--- config.mk ---
export PLATFORM = sky130hd
export DESIGN_NAME = program_sink
export DESIGN_NICKNAME = d
export VERILOG_FILES = /design/src/rtl/program_sink.sv
export SDC_FILE = /design/constraint.sdc
export NUM_CORES = 1
export LEC_CHECK = 0
export BUFFER_PORTS_ARGS = -buffer_cell sky130_fd_sc_hd__buf_2
export CORE_MARGIN = 1
export CORE_UTILIZATION = 60
export DETAILED_ROUTE_END_ITERATION = 7
export PLACE_DENSITY_LB_ADDON = 0.3
export SLEW_MARGIN = 40
export SYNTH_ARGS = -nofsm -noshare
export SYNTH_HDL_FRONTEND = slang
export SYNTH_SLANG_ARGS = --single-unit
export TNS_END_PERCENT = 20
--- constraint.sdc ---
create_clock -name clk -period 10.45 [get_ports clk]
set_clock_uncertainty 0.1 [all_clocks]
set_input_delay 0.5225 -clock clk [delete_from_list [all_inputs] [get_ports clk]]
set_output_delay 0.5225 -clock clk [all_outputs]
set_load 0.05 [all_outputs]
--- src/rtl/program_sink.sv ---
// Receiving end of the copy engine's pixel-write interface: maps (x,y) to a linear
// SRAM address, buffers writes in a FIFO and drains them whenever scan-out leaves the SRAM free.
module program_sink #(
    parameter int DEPTH        = 16,
    parameter int WRITE_CYCLES = 1
) (
    input  logic        clk,
    input  logic        reset_n,
    input  logic [9:0]  program_x,
    input  logic [9:0]  program_y,
    input  logic [15:0] program_data,
    input  logic        program_write,
    input  logic        frame_sel,
    input  logic        clear_err,
    input  logic        sram_busy,
    output logic [19:0] sram_addr,
    output logic [15:0] sram_wdata,
    output logic        sram_we_n,
    output logic        fifo_empty,
    output logic [6:0]  level,
    output logic        overflow,
    output logic        range_err
);
    localparam int         AW      = $clog2(DEPTH);
    localparam logic [6:0] DEPTH_L = 7'(DEPTH);
    localparam logic [1:0] WC_LAST = 2'(WRITE_CYCLES - 1);

    typedef enum logic {S_IDLE, S_WRITE} state_t;

    state_t        state_reg;
    logic [1:0]    wcnt_reg;
    logic          s1_valid_reg;
    logic [19:0]   s1_addr_reg;
    logic [15:0]   s1_data_reg;
    logic [35:0]   mem [DEPTH];
    logic [AW-1:0] wr_ptr_reg;
    logic [AW-1:0] rd_ptr_reg;
    logic [6:0]    level_reg;
    logic          overflow_reg;
    logic          range_err_reg;

    logic          in_range;
    logic [18:0]   pix;
    logic          last_cycle;
    logic          pop;
    logic          push;
    logic          drop;

    always_comb begin
        in_range   = (program_x < 10'd640) && (program_y < 10'd480);
        // y*640 + x as two shifts and an add
        pix        = ({9'd0, program_y} << 9) + ({9'd0, program_y} << 7) + {9'd0, program_x};
        last_cycle = (state_reg == S_WRITE) && (wcnt_reg == WC_LAST);
        pop        = !sram_busy && (level_reg != 7'd0) && ((state_reg == S_IDLE) || last_cycle);
        push       = s1_valid_reg && ((level_reg != DEPTH_L) || pop);
        drop       = s1_valid_reg && !push;
    end

    always_ff @(posedge clk) begin
        if (!reset_n) begin
            s1_valid_reg <= 1'b0;
            s1_addr_reg  <= '0;
            s1_data_reg  <= '0;
        end else begin
            s1_valid_reg <= program_write && in_range;
            if (program_write) begin
                s1_addr_reg <= {frame_sel, pix};
                s1_data_reg <= program_data;
            end
        end
    end

    // A new error in the same cycle as clear_err keeps the flag set
    always_ff @(posedge clk) begin
        if (!reset_n) begin
            range_err_reg <= 1'b0;
            overflow_reg  <= 1'b0;
        end else begin
            if (program_write && !in_range)
                range_err_reg <= 1'b1;
            else if (clear_err)
                range_err_reg <= 1'b0;

            if (drop)
                overflow_reg <= 1'b1;
            else if (clear_err)
                overflow_reg <= 1'b0;
        end
    end

    always_ff @(posedge clk) begin
        if (push)
            mem[wr_ptr_reg] <= {s1_addr_reg, s1_data_reg};
    end

    always_ff @(posedge clk) begin
        if (!reset_n) begin
            wr_ptr_reg <= '0;
            rd_ptr_reg <= '0;
            level_reg  <= '0;
        end else begin
            if (push)
                wr_ptr_reg <= wr_ptr_reg + 1'b1;
            if (pop)
                rd_ptr_reg <= rd_ptr_reg + 1'b1;
            case ({push, pop})
                2'b10:   level_reg <= level_reg + 7'd1;
                2'b01:   level_reg <= level_reg - 7'd1;
                default: level_reg <= level_reg;
            endcase
        end
    end

    // Head word is read straight into the SRAM output registers on pop
    always_ff @(posedge clk) begin
        if (!reset_n) begin
            state_reg  <= S_IDLE;
            wcnt_reg   <= '0;
            sram_addr  <= '0;
            sram_wdata <= '0;
            sram_we_n  <= 1'b1;
        end else begin
            case (state_reg)
                S_IDLE: begin
                    if (pop) begin
                        {sram_addr, sram_wdata} <= mem[rd_ptr_reg];
                        sram_we_n <= 1'b0;
                        wcnt_reg  <= '0;
                        state_reg <= S_WRITE;
                    end
                end
                S_WRITE: begin
                    if (!last_cycle) begin
                        wcnt_reg <= wcnt_reg + 2'd1;
                    end else if (pop) begin
                        {sram_addr, sram_wdata} <= mem[rd_ptr_reg];
                        wcnt_reg <= '0;
                    end else begin
                        sram_we_n <= 1'b1;
                        state_reg <= S_IDLE;
                    end
                end
                default: begin
                    sram_we_n <= 1'b1;
                    state_reg <= S_IDLE;
                end
            endcase
        end
    end

    assign fifo_empty = (level_reg == 7'd0) && !s1_valid_reg && (state_reg == S_IDLE);
    assign level      = level_reg;
    assign overflow   = overflow_reg;
    assign range_err  = range_err_reg;

endmodule
Word level (Yosys, flattened, before mapping)

Memories as Yosys holds them, arrays and structs flattened. A register that Yosys moved wholly into a read port is not among the register bits.
Cells that the tools add are included.

Register bits: 94
Bits in writable memories: 576
Input bits: 42
Output and inout port bits: 47
Word-level logic and storage cells: 77
Memories: 1

Memory list:

| memory | words | bits a word | read ports | clocked after Yosys merged registers in | wr ports | RTL line | RTL |
|---|---|---|---|---|---|---|---|
| mem    | 16    | 36          | 1          | 1                                       | 1        | 35       | `logic [35:0] mem [DEPTH];` |

Add/subtract/negate cells: 7
Order comparisons: 2
Equal/unequal tests: 6
Multiplexer cells: 24
Bitwise operators: 1
Reductions and logical operators: 23

Operators by type and width:

| kind                 | count |
|---|---|
| $mux 20              | 2 |
| $pmux 20 s2          | 1 |
| $mux 16              | 2 |
| $pmux 16 s2          | 1 |
| $add 19x10->19       | 1 |
| $add 19x17->19       | 1 |
| $pmux 7 s2           | 1 |
| $logic_and 1x1->1    | 10 |
| $lt 10x10->1 const B | 1 |
| $lt 10x9->1 const B  | 1 |
| $mux 1               | 10 |
| $add 4x1->4 const B  | 2 |
| $mux 4               | 2 |
| $add 7x1->7 const B  | 1 |
| $logic_not 7->1      | 1 |
| $ne 7x5->1 const B   | 1 |
| $reduce_bool 7->1    | 1 |
| $sub 7x1->7 const B  | 1 |
| $reduce_bool 2->1    | 3 |
| $logic_not 1->1      | 4 |
| $mux 2               | 2 |
| $ne 2x2->1 const B   | 2 |
| $pmux 1 s2           | 2 |
| $pmux 2 s2           | 1 |
| other kinds (8)      | 9 |

Depth between registers and ports, before layout

Gate-level depths: netlist of the first run.

Depth after elaboration: 9
Gate-level depth with buffers: 13
Depth with buffers taken out: 12

Worst setup path before layout of the first run

OpenSTA, ideal clock, no wires.

Kind: reg-to-reg
Start: reg level_reg[3], in the netlist level[3]
End: mem mem[2][0] (enable)
Setup time: 474 ps
Arrival: 4030 ps
Required time: 9876 ps
Path slack: 5846 ps
Stages on the path, launching flop included: 7
Buffers on the path: 1
Clock period less this slack: 4604 ps
Path through: dfxtp_1 > nor2_1 > o2111ai_1 > and2_1 > clkbuf_1 > nand2_1 > nor3_1

Cells in the longest elaborated chain, start to end: 7
Elaborated cells between the ends (all ways): 8
Those cells by class: eq/ne (1); mux (2); reduce/logical (5)

RTL lines:

| item                             | RTL line | RTL |
|---|---|---|
| start, declared                  | 38       | `logic [6:0] level_reg;` |
| start signal, assigned           | 107      | `2'b10: level_reg <= level_reg + 7'd1;` |
| start signal, assigned           | 108      | `2'b01: level_reg <= level_reg - 7'd1;` |
| start signal, assigned           | 109      | `default: level_reg <= level_reg;` |
| $reduce_bool 7->1                | 54       | `pop = !sram_busy && (level_reg != 7'd0) && ((state_reg == S_IDLE) \|\| last_cycle);` |
| $logic_and 1x1->1 (2 in a row)   | 54       |  |
| $logic_or 1x1->1 (*)             | 55       | `push = s1_valid_reg && ((level_reg != DEPTH_L) \|\| pop);` |
| $logic_and 1x1->1 (*)            | 55       |  |
| $mux 1 (*)                       | 92       | `if (push)` |
| $mux 1 (implied by the code) (*) | 93       | `mem[wr_ptr_reg] <= {s1_addr_reg, s1_data_reg};` |
| end, declared                    | 35       |  |

Mark *: on every way between the ends. The rest lies on a longest branch, timed or not.

Final worst setup path of the first run

Start: reg wcnt_reg[0]
End: mem mem[1][10] (enable)

Cells in the longest elaborated chain, start to end: 8

RTL lines:

| item                         | RTL line | RTL |
|---|---|---|
| start, declared              | 31       | `logic [1:0] wcnt_reg;` |
| start signal, assigned       | 134      | `wcnt_reg <= wcnt_reg + 2'd1;` |
| $logic_not 2->1              | 53       | `last_cycle = (state_reg == S_WRITE) && (wcnt_reg == WC_LAST);` |
| $logic_and 1x1->1            | 53       |  |
| $logic_or 1x1->1             | 54       |  |
| $logic_and 1x1->1            | 54       |  |
| $logic_or 1x1->1             | 55       |  |
| $logic_and 1x1->1            | 55       |  |
| $mux 1                       | 92       |  |
| $mux 1 (implied by the code) | 93       |  |

No other way between the ends.

==> run summary, run 1 <==
status -> complete, no violations
layout cell share with drive strength beyond 1 -> 24.85%
Post-CTS Resized -> 0
Synth Net Count -> 1451
drt drc -> 0
Worst EP arrival -> 3610 ps
post-synth top area cell -> edfxtp_1
starting density of the core -> 61.02%
I/O Pins -> 89
Synth Instances -> 1376
final setup fails -> 0
pre-CTS setup slack -> 7000 ps
# clock sinks -> 674
setup TNS -> 0 ps
max FFs per register -> 576
Pwr Density -> 224.6 mW/mm2
Simple-Gate Fraction of Synth Area -> 3.510%
required time of the critical path -> 10560 ps
vias in the first global route -> 13880
ANT nets after route -> 0
crit path launch type -> register
XOR/XNOR Fraction of Synth Area -> 0.2660%
DR vias/cell -> 6.371
buffers plus inverters on the worst setup path -> 2
Initial DRC Count -> 1481
most instantiated cells after synthesis -> edfxtp_1, mux4_2, dfxtp_1
top-count cell post-synth -> edfxtp_1
TritonCTS clock tree -> done
worst path cell trace -> inv_1, ha_1, nor2b_1, o2111ai_1, and2_1, nand2_1, nor3_4, buf_4
Avg Cell Area, Syn -> 19.15 um2
CP max FO -> 26
first-pass GRT wire length -> 84330 um
htree depth -> 3
main combinational cell family by area after synthesis -> multiplexers
CP Class -> register to register
f_max -> 0.2851 GHz
Wirelength per Cell -> 26.52 um
Cell Rows -> 76
Seq/Total Area, Yosys -> 73.10%
Root Buffer -> clkbuf_16
Synth area leaders -> edfxtp_1, mux4_2, dfxtp_1
Final #Nets -> 1563
GRT overflow -> 0
Max VDD drop -> 0.2221 mV
fin crit period -> 3508 ps
Worst path slowest cell -> nor3_4
Diodes inserted -> 0
RSZ-0062 raised after global routing -> false
Filler cells -> 2735
worst hold path type -> input port to register
compound-gate portion of the synthesized area -> 4.707%
CTS max path bufs -> 3
Buffers on Ports -> 88
Worst Tran Pin Value -> 808.7 ps
Synth top area share -> 65.66%
initial antenna violation count -> 1
Netlist cell types -> 57
mux cell area share after synthesis -> 14.86%
relative slew slack -> 46.09%
total wire length -> 56370 um
synthesized-area fraction occupied by adder cells -> 1.653%
Final Hold Viols -> 0
EDFF count, synth -> 576
Pre-antenna DRT Iters -> 5
final setup margin -> 6942 ps
delay of the slowest cell on the worst path -> 610 ps
vias -> 13540
largest net degree at the start of global routing -> 79
synthesis-stage register bit count -> 674
width of the die -> 211.5 um
max cap viols -> 0
Non-Filler Instances -> 2126
Worst Setup End Kind -> register
Die Area -> 0.04475 mm2
ys flop type -> edfxtp_1
Synth warnings -> 0
Top delay family on crit path -> simple AND/OR/NAND/NOR gates
HPWL Detailed -> 28660 um
Async S/R FF share, synth -> 0%
synthesized cell area -> 0.02634 mm2
aggregate global-route resource usage -> 26.02%
clock latency on the worst-skew pair -> 580 ps
Post-CTS Hold Fix Bufs -> 0
crit share post-route -> 33.57%
chip height -> 211.5 um
Post-Place Cells -> 2003
pins over their slew limit -> 0
core area -> 0.04317 mm2
leak pwr -> 9.762 nW
routability congestion estimate from global placement -> 0.8027
Inserted Clock Buffers -> 68
Post-CTS Setup Inserts -> 0
Reg clk slew, reported paths -> 60 ps
area grow syn2layout -> 12.65%
worst paths after layout:
| check | startpoint | endpoint | depth (start not counted) | slack (ps) |
|---|---|---|---|---|
| max | wcnt_reg[0]$_SDFF_PN0_ | mem[1][10]$_DFFE_PP_ | 8 | 6940 |
| min | program_data[2] | s1_data_reg[2]$_SDFFE_PN0P_ | 3 | 80 |
| max reg2reg | wcnt_reg[0]$_SDFF_PN0_ | mem[1][10]$_DFFE_PP_ | 8 | 6940 |
| min reg2reg | sram_addr[17]$_SDFFE_PN0P_ | sram_addr[17]$_SDFFE_PN0P_ | 1 | 380 |
power by group:
part           switching, mW  internal (mW)
clock network          0.967           1.38
logic                  0.701          0.461
registers              0.129           3.02
layer usage:
metal	GRT usage, %	routed length, um
met1	36.69	22490
met2	42.20	27900
met3	4.421	4885
met4	7.971	1080
met5	0	12
tightest hold or removal path, cell delays in order:
cell and delay, ps:
buf_2 70, mux2i_1 50, nor2_1 70
cell usage in the layout (no fill, tap or decap), types with 13 or more instances in the layout:
master     Yosys  final
a21oi_1       54     54
nor2_1        60     48
nand2_1       15     15
mux2i_1       66     66
inv_1         20     20
mux4_2       144    144
edfxtp_1     576    576
a22o_1        36     36
buf_2         22     88
ha_1          30     30
clkbuf_1      35     20
nor2_4         0     13
nand3_1       14     14
clkbuf_16      0     71
nor2b_1       43     43
buf_4          1     22
a211oi_1      42     42
dfxtp_1       98     94
cell type report:
class / count / area [um2] / area share, %
clock inverter: 23 / 188.9 / 0.6366
sequential: 674 / 19270 / 64.94
tap: 585 / 732.0 / 2.466
multi-input combinational: 605 / 6720 / 22.64
timing repair buffer: 117 / 706.9 / 2.382
inverter: 22 / 82.58 / 0.2783
clock buffer: 100 / 1976 / 6.657
logic make-up (layout without fill, tap and decap cells):
kind of cell | after synthesis | in the layout
fa+ha+maj | 33 | 33
simple gates | 176 | 176
flops | 674 | 674
mux | 211 | 211
compound gates | 177 | 177
xor+xnor | 8 | 8
buf+inv | 97 | 262
per-stage QoR:
stage,utilization (%),power [mW],cell area [um2],hold WS (ps)
after floorplan,-,4.105,26340,374.2
after global placement,63.53,4.338,27430,358.0
after detailed placement,63.70,4.367,27500,362.9
after CTS,68.71,6.706,29660,54.94
after global routing,68.74,6.902,29680,90.06
final,68.74,6.665,29680,78.50
No activity file was read; power rests on OpenSTA's default activity.
==> inputs of run 2 (changes only) <==
clock period = 3.45 ns   (was 10.45 ns; I/O delays follow)
==> run 2 against run 1 <==
  * Wire length fell by 0.20%
  * Combinational power rose to 3.2 times the previous value
  * Total power rose to 3.0 times the previous value
  * Sequential cell count did not move
  * Critical endpoint is now level[6]$_SDFFE_PN0P_
  * First-iteration DRC count fell by 2.6%
  * Die area did not move
  * Sequential power rose to 3.0 times the previous value
  * Core utilization rose by 1.1 points
  * Cell area rose by 1.7%
  * Non-clock buffer count rose by 54
  * Via count rose by 0.56%
==> run summary, run 2 (synthesis results as in run 1) <==
status -> complete, no violations
width of the die -> 211.5 um
# clock sinks -> 674
Buffers on Ports -> 88
required time of the critical path -> 3860 ps
flip-flop and latch area -> 0.01927 mm2
Root Buffer -> clkbuf_16
leak pwr -> 9.979 nW
CTS max path bufs -> 3
routability congestion estimate from global placement -> 0.8288
chip height -> 211.5 um
Pre-antenna DRT Iters -> 5
vias in the first global route -> 13810
Reg clk slew, reported paths -> 60 ps
drt drc -> 0
crit share post-route -> 94.75%
starting density of the core -> 61.02%
relative slew slack -> 43.50%
Hold Slack -> 36.44 ps
GRT overflow -> 0
Pwr Density -> 660.8 mW/mm2
DR vias/cell -> 6.268
ANT nets after route -> 0
RSZ-0062 raised after global routing -> false
initial antenna violation count -> 0
vias -> 13620
CP max FO -> 12
clock latency on the worst-skew pair -> 580 ps
Worst Setup End Kind -> register
Filler cells -> 2696
core area -> 0.04317 mm2
first-pass GRT wire length -> 85140 um
fin crit period -> 3269 ps
layout cell share with drive strength beyond 1 -> 25.38%
Worst EP arrival -> 3680 ps
htree depth -> 3
f_max -> 0.3059 GHz
Post-CTS Setup Inserts -> 0
I/O Pins -> 89
placed cell area -> 0.02784 mm2
Worst Tran Pin Value -> 845.4 ps
delay of the slowest cell on the worst path -> 550 ps
max cap viols -> 0
Max VDD drop -> 0.5187 mV
setup TNS -> 0 ps
area grow syn2layout -> 14.52%
Non-Filler Instances -> 2173
Worst path slowest cell -> nor2b_1
Wirelength per Cell -> 25.89 um
max FFs per register -> 576
Post-Place Cells -> 2025
Cell Rows -> 76
most frequent cells in the layout -> edfxtp_1, mux4_2, dfxtp_1, buf_2, clkbuf_16
Diodes inserted -> 0
crit path launch type -> register
Die Area -> 0.04475 mm2
Inserted Clock Buffers -> 66
pins over their slew limit -> 0
flop-to-flop setup slack -> 180 ps
aggregate global-route resource usage -> 26.23%
final setup fails -> 0
worst hold path type -> input port to register
commonest non-fill, non-tap cell in the layout -> edfxtp_1
Initial DRC Count -> 1442
fin area -> 0.03017 mm2
Final Hold Viols -> 0
total wire length -> 56260 um
HPWL Detailed -> 33080 um
TritonCTS clock tree -> done
largest net degree at the start of global routing -> 56
Final #Nets -> 1615
worst path cell trace -> inv_1, ha_1, nor2b_1, a311oi_4, nand2_4, inv_2, ha_1, nor2b_1, o31a_1, o22ai_1, mux2i_1, mux2i_1
CP Class -> register to register
multi-input logic area -> 0.006725 mm2
run 2: cell count changes in the layout (fill, tap and decap cells not counted), moves of 3 or more:
cell / change
buf_12: +11
buf_4: +13
buf_6: -3
bufinv_16: -3
clkbuf_1: -4
clkbuf_8: -4
clkinv_2: +6
dlygate4sd3_1: +32
run 2: where the power goes:
part	internal, mW	switching [mW]	total (mW)
logic	1.49	2.19	3.68
registers	9.16	0.391	9.55
clock network	3.81	2.90	6.71
total	14.5	5.48	19.9
run 2: final cells by class:
cell class | count | share of cell area [%]
Multi-Input combinational cell | 605 | 22.29
Clock buffer | 92 | 6.242
Sequential cell | 674 | 63.88
Tap cell | 585 | 2.426
Inverter | 22 | 0.2737
Timing Repair Buffer | 171 | 4.487
Clock inverter | 24 | 0.4023
run 2: worst paths after layout:
kind,depth (start not counted),to,from
min,4,s1_addr_reg[17]$_SDFFE_PN0P_,program_y[8]
min reg2reg,1,sram_addr[16]$_SDFFE_PN0P_,sram_addr[16]$_SDFFE_PN0P_
max reg2reg,12,level[6]$_SDFFE_PN0P_,wcnt_reg[0]$_SDFF_PN0_
max,12,level[6]$_SDFFE_PN0P_,wcnt_reg[0]$_SDFF_PN0_
run 2: repair_timing:
item                                   CTS  global route
hold buffers                            32             0
gates resized for setup                  0             0
setup endpoints to repair                0             0
endpoints found under the hold margin   37             0
run 2: routing by layer:
metal / GRT usage, % / vias to the layer above / wire, um
met5: 0 / - / 0
met4: 9.620 / 0 / 1616
met3: 4.302 / 100 / 3988
met2: 42.00 / 551 / 27780
met1: 36.92 / 7047 / 22870
li1: - / 5922 / -
run 2: critical path, delay by kind of cell, from the launching register on:
kind	cells	cell delay [ps]
AND/OR/NAND/NOR	3	910
AO/OA/AOI/OAI	3	640
adder cells (fa/ha/maj)	2	560
multiplexers	2	470
flip-flops	1	350
buffers and inverters	2	180
run 2: metrics by stage:
step	util, %	power, mW	setup WS, ps
2_1_floorplan	-	12.43	-190.1
3_3_place_gp	64.33	13.29	370.9
5_1_grt	69.88	20.62	13.14
4_1_cts	69.88	20.05	219.4
3_5_place_dp	64.50	13.38	243.7
6_report	69.88	19.94	181.2
